<file path="src/rtl/uart_tx_buffered.sv">
// -----------------------------------------------------------------------------
// uart_tx_buffered
//
// Buffered UART transmitter with runtime configuration. Words are accepted
// through a valid/ready port into a FIFO and sent LSB-first on TXD. Each frame
// carries its own baud divisor, parity mode and stop-bit count, captured when
// the word leaves the FIFO.
//
// Ports:
//   clk          clock, rising edge
//   arstn        asynchronous active-low reset
//   s_valid      producer offers s_data
//   s_ready      FIFO not full (depends only on registered state)
//   s_data       word to send
//   baud_div     bit period = baud_div+1 clk cycles
//   parity_mode  00 none, 01 odd, 10 even, 11 mark
//   two_stop     0 = one stop bit, 1 = two stop bits
//   TXD          serial output, registered, idle high
//   busy         high while a frame is on the line
//   tx_done      one-cycle pulse during the last cycle of each frame
//   fifo_level   number of words stored in the FIFO
// -----------------------------------------------------------------------------
module uart_tx_buffered #(
    parameter int DATA_WIDTH = 8,
    parameter int FIFO_DEPTH = 16,
    parameter int DIV_WIDTH  = 16
) (
    input  logic                          clk,
    input  logic                          arstn,
    input  logic                          s_valid,
    output logic                          s_ready,
    input  logic [DATA_WIDTH-1:0]         s_data,
    input  logic [DIV_WIDTH-1:0]          baud_div,
    input  logic [1:0]                    parity_mode,
    input  logic                          two_stop,
    output logic                          TXD,
    output logic                          busy,
    output logic                          tx_done,
    output logic [$clog2(FIFO_DEPTH):0]   fifo_level
);

    localparam int AW = $clog2(FIFO_DEPTH);
    localparam int LW = AW + 1;
    localparam int BW = $clog2(DATA_WIDTH) + 1;

    typedef enum logic [2:0] {
        IDLE,
        START,
        DATA,
        PARITY,
        STOP1,
        STOP2
    } state_t;

    // ------------------------------------------------------------------
    // FIFO
    // ------------------------------------------------------------------
    logic [DATA_WIDTH-1:0] mem [0:FIFO_DEPTH-1];
    logic [AW-1:0]         wr_ptr_reg;
    logic [AW-1:0]         rd_ptr_reg;
    logic [LW-1:0]         level_reg;
    logic                  push;
    logic                  pop;
    logic                  empty;
    logic [DATA_WIDTH-1:0] head;

    assign empty   = (level_reg == '0);
    assign s_ready = (level_reg != LW'(FIFO_DEPTH));
    assign push    = s_valid && s_ready;
    // Head is read directly so the word can be latched on the same edge
    // that pops it; this keeps the push-to-start latency at one cycle.
    assign head    = mem[rd_ptr_reg];

    // Storage has no reset: discarding the contents only needs the pointers.
    always_ff @(posedge clk) begin
        if (push) begin
            mem[wr_ptr_reg] <= s_data;
        end
    end

    always_ff @(posedge clk or negedge arstn) begin
        if (!arstn) begin
            wr_ptr_reg <= '0;
            rd_ptr_reg <= '0;
            level_reg  <= '0;
        end else begin
            if (push) begin
                wr_ptr_reg <= wr_ptr_reg + 1'b1;
            end
            if (pop) begin
                rd_ptr_reg <= rd_ptr_reg + 1'b1;
            end
            case ({push, pop})
                2'b10:   level_reg <= level_reg + 1'b1;
                2'b01:   level_reg <= level_reg - 1'b1;
                default: level_reg <= level_reg;
            endcase
        end
    end

    // ------------------------------------------------------------------
    // Transmit FSM
    // ------------------------------------------------------------------
    state_t                state_reg;
    logic [DIV_WIDTH-1:0]  div_cnt_reg;
    logic [BW-1:0]         bit_cnt_reg;
    logic [DATA_WIDTH-1:0] shift_reg;
    logic [DIV_WIDTH-1:0]  sh_div_reg;
    logic [1:0]            sh_mode_reg;
    logic                  sh_two_stop_reg;
    logic                  sh_par_reg;
    logic                  txd_reg;
    logic                  busy_reg;
    logic                  done_reg;

    logic bit_end;
    logic final_stop;
    logic frame_end;
    logic div_zero;

    assign bit_end    = (div_cnt_reg == sh_div_reg);
    assign final_stop = (state_reg == STOP2) || ((state_reg == STOP1) && !sh_two_stop_reg);
    assign frame_end  = final_stop && bit_end;
    assign pop        = !empty && ((state_reg == IDLE) || frame_end);
    // With a one-cycle bit, entering the final stop bit is already the last
    // cycle of the frame, so tx_done has to be raised on that transition.
    assign div_zero   = (sh_div_reg == '0);

    function automatic logic parity_bit(input logic [1:0] mode, input logic [DATA_WIDTH-1:0] d);
        case (mode)
            2'b01:   parity_bit = ~^d;
            2'b10:   parity_bit = ^d;
            2'b11:   parity_bit = 1'b1;
            default: parity_bit = 1'b0;
        endcase
    endfunction

    always_ff @(posedge clk or negedge arstn) begin
        if (!arstn) begin
            state_reg       <= IDLE;
            div_cnt_reg     <= '0;
            bit_cnt_reg     <= '0;
            shift_reg       <= '0;
            sh_div_reg      <= '0;
            sh_mode_reg     <= 2'b00;
            sh_two_stop_reg <= 1'b0;
            sh_par_reg      <= 1'b0;
            txd_reg         <= 1'b1;
            busy_reg        <= 1'b0;
            done_reg        <= 1'b0;
        end else begin
            done_reg <= 1'b0;
            if (pop) begin
                // Start of a frame, either from idle or straight after the
                // previous frame's final stop bit.
                shift_reg       <= head;
                sh_div_reg      <= baud_div;
                sh_mode_reg     <= parity_mode;
                sh_two_stop_reg <= two_stop;
                sh_par_reg      <= parity_bit(parity_mode, head);
                div_cnt_reg     <= '0;
                bit_cnt_reg     <= '0;
                txd_reg         <= 1'b0;
                busy_reg        <= 1'b1;
                state_reg       <= START;
            end else if (state_reg == IDLE) begin
                txd_reg  <= 1'b1;
                busy_reg <= 1'b0;
            end else if (frame_end) begin
                div_cnt_reg <= '0;
                txd_reg     <= 1'b1;
                busy_reg    <= 1'b0;
                state_reg   <= IDLE;
            end else if (!bit_end) begin
                div_cnt_reg <= div_cnt_reg + 1'b1;
                if (final_stop && ((div_cnt_reg + 1'b1) == sh_div_reg)) begin
                    done_reg <= 1'b1;
                end
            end else begin
                div_cnt_reg <= '0;
                case (state_reg)
                    START: begin
                        txd_reg   <= shift_reg[0];
                        state_reg <= DATA;
                    end
                    DATA: begin
                        if (bit_cnt_reg == BW'(DATA_WIDTH - 1)) begin
                            bit_cnt_reg <= '0;
                            if (sh_mode_reg != 2'b00) begin
                                txd_reg   <= sh_par_reg;
                                state_reg <= PARITY;
                            end else begin
                                txd_reg   <= 1'b1;
                                state_reg <= STOP1;
                                done_reg  <= !sh_two_stop_reg && div_zero;
                            end
                        end else begin
                            bit_cnt_reg <= bit_cnt_reg + 1'b1;
                            shift_reg   <= shift_reg >> 1;
                            txd_reg     <= shift_reg[1];
                        end
                    end
                    PARITY: begin
                        txd_reg   <= 1'b1;
                        state_reg <= STOP1;
                        done_reg  <= !sh_two_stop_reg && div_zero;
                    end
                    STOP1: begin
                        // Only reached with two stop bits; the single-stop
                        // case ends through frame_end above.
                        txd_reg   <= 1'b1;
                        state_reg <= STOP2;
                        done_reg  <= div_zero;
                    end
                    default: begin
                        txd_reg   <= 1'b1;
                        state_reg <= IDLE;
                    end
                endcase
            end
        end
    end

    assign TXD        = txd_reg;
    assign busy       = busy_reg;
    assign tx_done    = done_reg;
    assign fifo_level = level_reg;

endmodule

</file>
<file path="config.mk">
export PLATFORM = sky130hd
export DESIGN_NAME = uart_tx_buffered
export DESIGN_NICKNAME = d
export VERILOG_FILES = /design/src/rtl/uart_tx_buffered.sv
export SDC_FILE = /design/constraint.sdc
export NUM_CORES = 1
export LEC_CHECK = 0
export BUFFER_PORTS_ARGS = -buffer_cell sky130_fd_sc_hd__buf_4
export CAP_MARGIN = 20
export CORE_MARGIN = 2
export CORE_UTILIZATION = 60
export CTS_CLUSTER_SIZE = 10
export DETAILED_ROUTE_END_ITERATION = 16
export PLACE_DENSITY = 0.78
export SETUP_SLACK_MARGIN = 0.3
export SKIP_LAST_GASP = 1
export SLEW_MARGIN = 20
export SYNTH_ARGS = -nofsm -noshare
export SYNTH_HDL_FRONTEND = slang
export SYNTH_SLANG_ARGS = --single-unit
</file>
<file path="constraint.sdc">
create_clock -name clk -period 9.85 [get_ports clk]
set_clock_uncertainty 0.15 [all_clocks]
set_input_delay 0.4925 -clock clk [delete_from_list [all_inputs] [get_ports clk]]
set_output_delay 0.4925 -clock clk [all_outputs]
set_load 0.02 [all_outputs]
</file>
# Word-level counts from Yosys, hierarchy flattened

Memory sizes are Yosys's and may differ from the RTL's.
Cells that the tools add are included.

Memories kept: 1
Input port bits: 30
Register bits after elaboration: 67
RAM bits: 128

Memories:

| name | words | width | read ports | clocked after Yosys merged registers in | write ports | RTL line | text |
|---|---|---|---|---|---|---|---|
| mem  | 16    | 8     | 1          | 0                                       | 1           | 58       | `logic [DATA_WIDTH-1:0] mem [0:FIFO_DEPTH-1];` |

Equality and inequality tests: 18
$add $sub $neg: 6
Multiplexer cells: 45
Reduce and logical (&&, ||, !) cells: 25

Operators by type and width:

| cell                                                            | count |
|---|---|
| 16-bit 2-to-1 mux                                               | 4 |
| 8-bit 2-to-1 mux                                                | 6 |
| 16-bit == test                                                  | 2 |
| 4-bit 2-to-1 mux                                                | 6 |
| 1-bit 2-to-1 mux                                                | 18 |
| 3-bit 2-to-1 mux                                                | 6 |
| 16-bit by 1-bit adder with 16-bit output, second input constant | 1 |
| 16-bit zero test                                                | 1 |
| 4-bit by 1-bit adder with 4-bit output, second input constant   | 3 |
| 3-bit case mux with 4 select lines                              | 1 |
| 5-bit case mux with 2 select lines                              | 1 |
| 2-bit nonzero test                                              | 4 |
| 8-bit XNOR reduction                                            | 1 |
| 8-bit parity                                                    | 1 |
| 2-bit == test, second input constant                            | 3 |
| 3-bit by 2-bit == test with 1-bit output, second input constant | 2 |
| 3-bit == test, second input constant                            | 2 |
| 1-bit logical AND                                               | 6 |
| 2-bit != test, second input constant                            | 3 |
| 1-bit case mux with 3 select lines                              | 2 |
| 3-bit nonzero test                                              | 2 |
| 5-bit by 1-bit adder with 5-bit output, second input constant   | 1 |
| 5-bit zero test                                                 | 1 |
| 5-bit != test, second input constant                            | 1 |
| other kinds (13)                                                | 16 |

# Logic depth before layout (Yosys ltp)

Depth in word-level cells: 9
Gate-level depth with buffers: 19

# Least setup slack after synthesis

OpenSTA, ideal clock, no wires.

Kind: reg2reg
Start: register div_cnt_reg[3]
End: register level_reg[4] (netlist: fifo_level[4])
Data required time: 9.620 ns
Stages on the path, launching flop included: 20
Period minus slack after synthesis: 3.751 ns
Arrival: 3.521 ns
Path slack: 6.099 ns
Cells stage by stage: dfrtp_1 clkbuf_1 xnor2_1 nand4_1 nor4_1 a31o_2 nand2b_1 clkbuf_1 inv_2 buf_2 buf_2 buf_2 ha_1 clkbuf_1 xor2_1 ha_1 and3b_1 o21ai_0 a31oi_1 xor2_1

Word-level cells in the longest chain between the ends: 6
Elaborated cells between the ends (all ways): 8

RTL lines:

| item                                                                      | RTL line | text |
|---|---|---|
| start, declared                                                           | 105      | `logic [DIV_WIDTH-1:0] div_cnt_reg;` |
| start signal, assigned                                                    | 175      | `div_cnt_reg <= div_cnt_reg + 1'b1;` |
| 16-bit == test (*)                                                        | 121      | `assign bit_end = (div_cnt_reg == sh_div_reg);` |
| 1-bit logical AND (*)                                                     | 123      | `assign frame_end = final_stop && bit_end;` |
| 1-bit logical OR (*)                                                      | 124      | `assign pop = !empty && ((state_reg == IDLE) \|\| frame_end);` |
| 1-bit logical AND (*)                                                     | 124      |  |
| via pop                                                                   | 63       | `logic pop;` |
| 2-bit by 1-bit == test with 1-bit output or 2-bit == test (tied branches) | 93       | `case ({push, pop})` |
| 5-bit case mux with 2 select lines or 2-bit nonzero test (tied branches)  | n/a      |  |
| end signal, assigned                                                      | 94       | `2'b10: level_reg <= level_reg + 1'b1;` |
| end signal, assigned                                                      | 95       | `2'b01: level_reg <= level_reg - 1'b1;` |
| end signal, assigned                                                      | 96       | `default: level_reg <= level_reg;` |
| end, declared                                                             | 61       | `logic [LW-1:0] level_reg;` |

Mark *: on every way through the listed nets, which the timed path passes. The rest lies on a longest branch.
A chain may end at the register's enable or synchronous reset.

# Worst setup path in the final report

Start: register div_cnt_reg[3]
End: register level_reg[4] (netlist: fifo_level[4])

Word-level cells in the longest chain between the ends: 6
Elaborated cells between the ends (all ways): 8

RTL lines:

| item                                                                      | RTL line |
|---|---|
| 16-bit == test (*)                                                        | 121 |
| 1-bit logical AND (*)                                                     | 123 |
| 1-bit logical OR (*)                                                      | 124 |
| 1-bit logical AND (*)                                                     | 124 |
| 2-bit by 1-bit == test with 1-bit output or 2-bit == test (tied branches) | 93 |
| 5-bit case mux with 2 select lines or 2-bit nonzero test (tied branches)  | n/a |

Every way passes the cells marked *; elsewhere a longest branch is shown, timed or not.

==> impl_metrics.toml <==
[outcome]
status = "complete, no violations"

[place]
dp.cells = 889
place_congestion = 0.897
dp_slack_ns = 5.88
hpwl_mm = 12.5
portBuffers = 38

[clocking]
cts_inserted_buffers = 17
clock-sinks = 195
cts_setup_buffers = 0
cts.clk_slew.worst_paths_ns = 0.08
cts_buffer_depth = 2
ctsHoldBuffers = 0
cts_tree = "done"
clk_latency_ns = 0.44
postCtsResizedCells = 0
h-tree-depth = 4
cts-root-buf = "clkbuf_16"

[yosys]
synth_top_area_share_pct = 42.9
synth_cells = 704
synth_flop_cell = "edfxtp_1"
seq_area_frac_synth_pct = 61.6
syn-cell-area_mm2 = 0.00897
synth.distinct_cells = 58
syn_avg_cell_area_um2 = 12.7
ys_seq_elements = 195
synth_area_leaders = "edfxtp_1 43%, dfrtp_1 18%, nand2_1 4.5%, mux4_2 4.0%, mux2i_1 3.9%"
syn_nets = 744
async_flop_share_pct = 34.4
yosys_warnings = 0
synth_top_area_cell = "edfxtp_1"
synth_edf_count = 128

[setup_path]
crit_path_start = "div_cnt_reg[3]$_DFFE_PN0P_"
cp-start-kind = "register"
path_max_fanout = 39
reg2reg_from = "div_cnt_reg[3]$_DFFE_PN0P_"
worst_ep_required_time_ns = 10.07
arrival_ns = 4.17
critPathKind = "register to register"
end_kind = "register"

[detailed_routing]
dr.pass1.iters = 5
routed_wl_mm = 18.7
wire_per_inst_um = 20.3
via_count = 5796
avgViaCountPerCell = 6.29
drt_first_iter_violations = 490
drc_errors = 0
ant_nets = 0

[die]
initial_core_util_pct = 61.5
fp.dieH_um = 126
ios = 39
core.rowCount = 44
die_w_um = 126
core_mm2 = 0.0146
die_area_mm2 = 0.0159

[timing]
setup_viol = 0
finalHoldViolations = 0
tightest_slew_ns = 0.890
rsz0062_at_grt = "no"
fin_crit_ns = 3.96
relSlewSlack_pct = 40.7
fin_setup_tns_ns = 0
finalCritPeriodShare_pct = 40.2
slew_viol_final = 0
fin_ws_ns = 5.89
max_freq_ghz = 0.253

[grt]
grt_max_degree = 68
grt_pass1_vias = 5570
antenna_found_initial = 0
grt_overflow = 0
track_usage_pct = 24.5
grt_pass1_wl_mm = 30.0

[power_and_ir_drop]
vdd_ir_drop_max_v = 0.000178
p_leak_uw = 0.00378
p_per_area_mw_per_mm2 = 282

[final_layout]
final_common_cell = "edfxtp_1"
final_cell_mix = "128 x edfxtp_1, 108 x nand2_1, 65 x dfrtp_1, 42 x buf_4"
antenna_cells = 0
instances_no_fill = 921
drive_above_1_share_pct = 14.9
largest_reg_flops = 128
areaGrowthSynthToFinish_pct = 10.2
final_net_count = 764

[job]
max_cap_viol_count = 0

[worst_hold_path]
min_path_type = "primary input to asynchronous set/reset pin"
==> cell type report <==
type | instances | area [um^2]
Sequential cell | 195 | 5520
Fill cell | 1023 | 4710
Multi-Input combinational cell | 457 | 3180
Clock inverter | 15 | 166
Timing Repair Buffer | 42 | 315
Inverter | 11 | 41.3
Clock buffer | 17 | 425
Tap cell | 184 | 230
==> per-stage QoR <==
| step | util [%] | area [um^2] | power (uW) | hold WS (ns) |
|---|---|---|---|---|
| after global routing | 67.7 | 9880 | 2940 | 0.0742 |
| after global placement | 63.5 | 9270 | 2070 | 0.306 |
| final | 67.7 | 9880 | 2790 | 0.00803 |
| after detailed placement | 63.6 | 9270 | 2100 | 0.307 |
| after CTS | 67.6 | 9870 | 2780 | 0.0323 |
| after floorplan | - | 8970 | 1900 | 0.0469 |
==> worst max-delay path: stages, from the launching register on <==
cell      delay (ns)
dfrtp_1         0.48
xnor2_1         0.30
nand4_1         0.12
nor4_1          0.53
a31o_2          0.27
nand2b_1        0.08
inv_2           0.51
ha_1            0.45
xor2_1          0.18
ha_1            0.20
and3b_1         0.16
o21ai_0         0.07
a31oi_1         0.20
xor2_1          0.15
==> final timing paths <==
kind / end / depth (start not counted) / slack, ns
max: fifo_level[4]$_DFFE_PN0P_ / 13 / 5.89
min: div_cnt_reg[7]$_DFFE_PN0P_ / 1 / 0.008
max reg2reg: fifo_level[4]$_DFFE_PN0P_ / 13 / 5.89
min reg2reg: shift_reg[0]$_DFFE_PN0P_ / 2 / 0.32
max in group asynchronous: rd_ptr_reg[0]$_DFFE_PN0N_ / 1 / 8.95
min in group clk: sh_div_reg[13]$_DFFE_PN0N_ / 3 / 0.08
==> cell usage after synthesis (7+ instances only) <==
| master | n |
|---|---|
| a21oi_1 | 10 |
| a221oi_1 | 12 |
| a22o_1 | 7 |
| clkbuf_1 | 21 |
| dfrtp_1 | 66 |
| edfxtp_1 | 128 |
| ha_1 | 10 |
| inv_1 | 10 |
| mux2i_1 | 35 |
| mux4_2 | 16 |
| nand2_1 | 108 |
| nand2b_1 | 7 |
| nand3_1 | 11 |
| nand4_1 | 8 |
| nor2_1 | 40 |
| nor2b_1 | 9 |
| nor3_1 | 10 |
| nor4_1 | 9 |
| o21ai_0 | 40 |
| o31ai_1 | 9 |
| xnor2_1 | 25 |
| xor2_1 | 12 |
==> report_power, final <==
group / leakage (uW) / total (uW) / internal, uW / switching, uW
clock network: 0.000283 / 686 / 360 / 326
registers: 0.00199 / 1200 / 1030 / 165
logic: 0.00151 / 905 / 399 / 506
==> routing by layer <==
metal	up-vias	routed length (um)	global-route usage, %	share of wire, %
li1	2674	-	-	-
met1	2887	7890	32.8	42
met2	199	9450	40.4	50
met3	36	1010	5.18	5.4
met4	0	379	8.08	2.0
met5	-	0	0	0
==> cells by family after synthesis <==
| family | count (synthesis) | share of synthesized area [%] |
|---|---|---|
| AOI/OAI and AO/OA | 134 | 10.7 |
| DFF | 195 | 61.6 |
| muxes | 56 | 8.55 |
| xor gates and xnor gates | 37 | 3.61 |
| and+or+nand+nor | 220 | 11.0 |
| buffers and inverters | 52 | 3.17 |
| adders and majority gates | 10 | 1.39 |
Note: power is estimated with default switching activity, not from simulation.
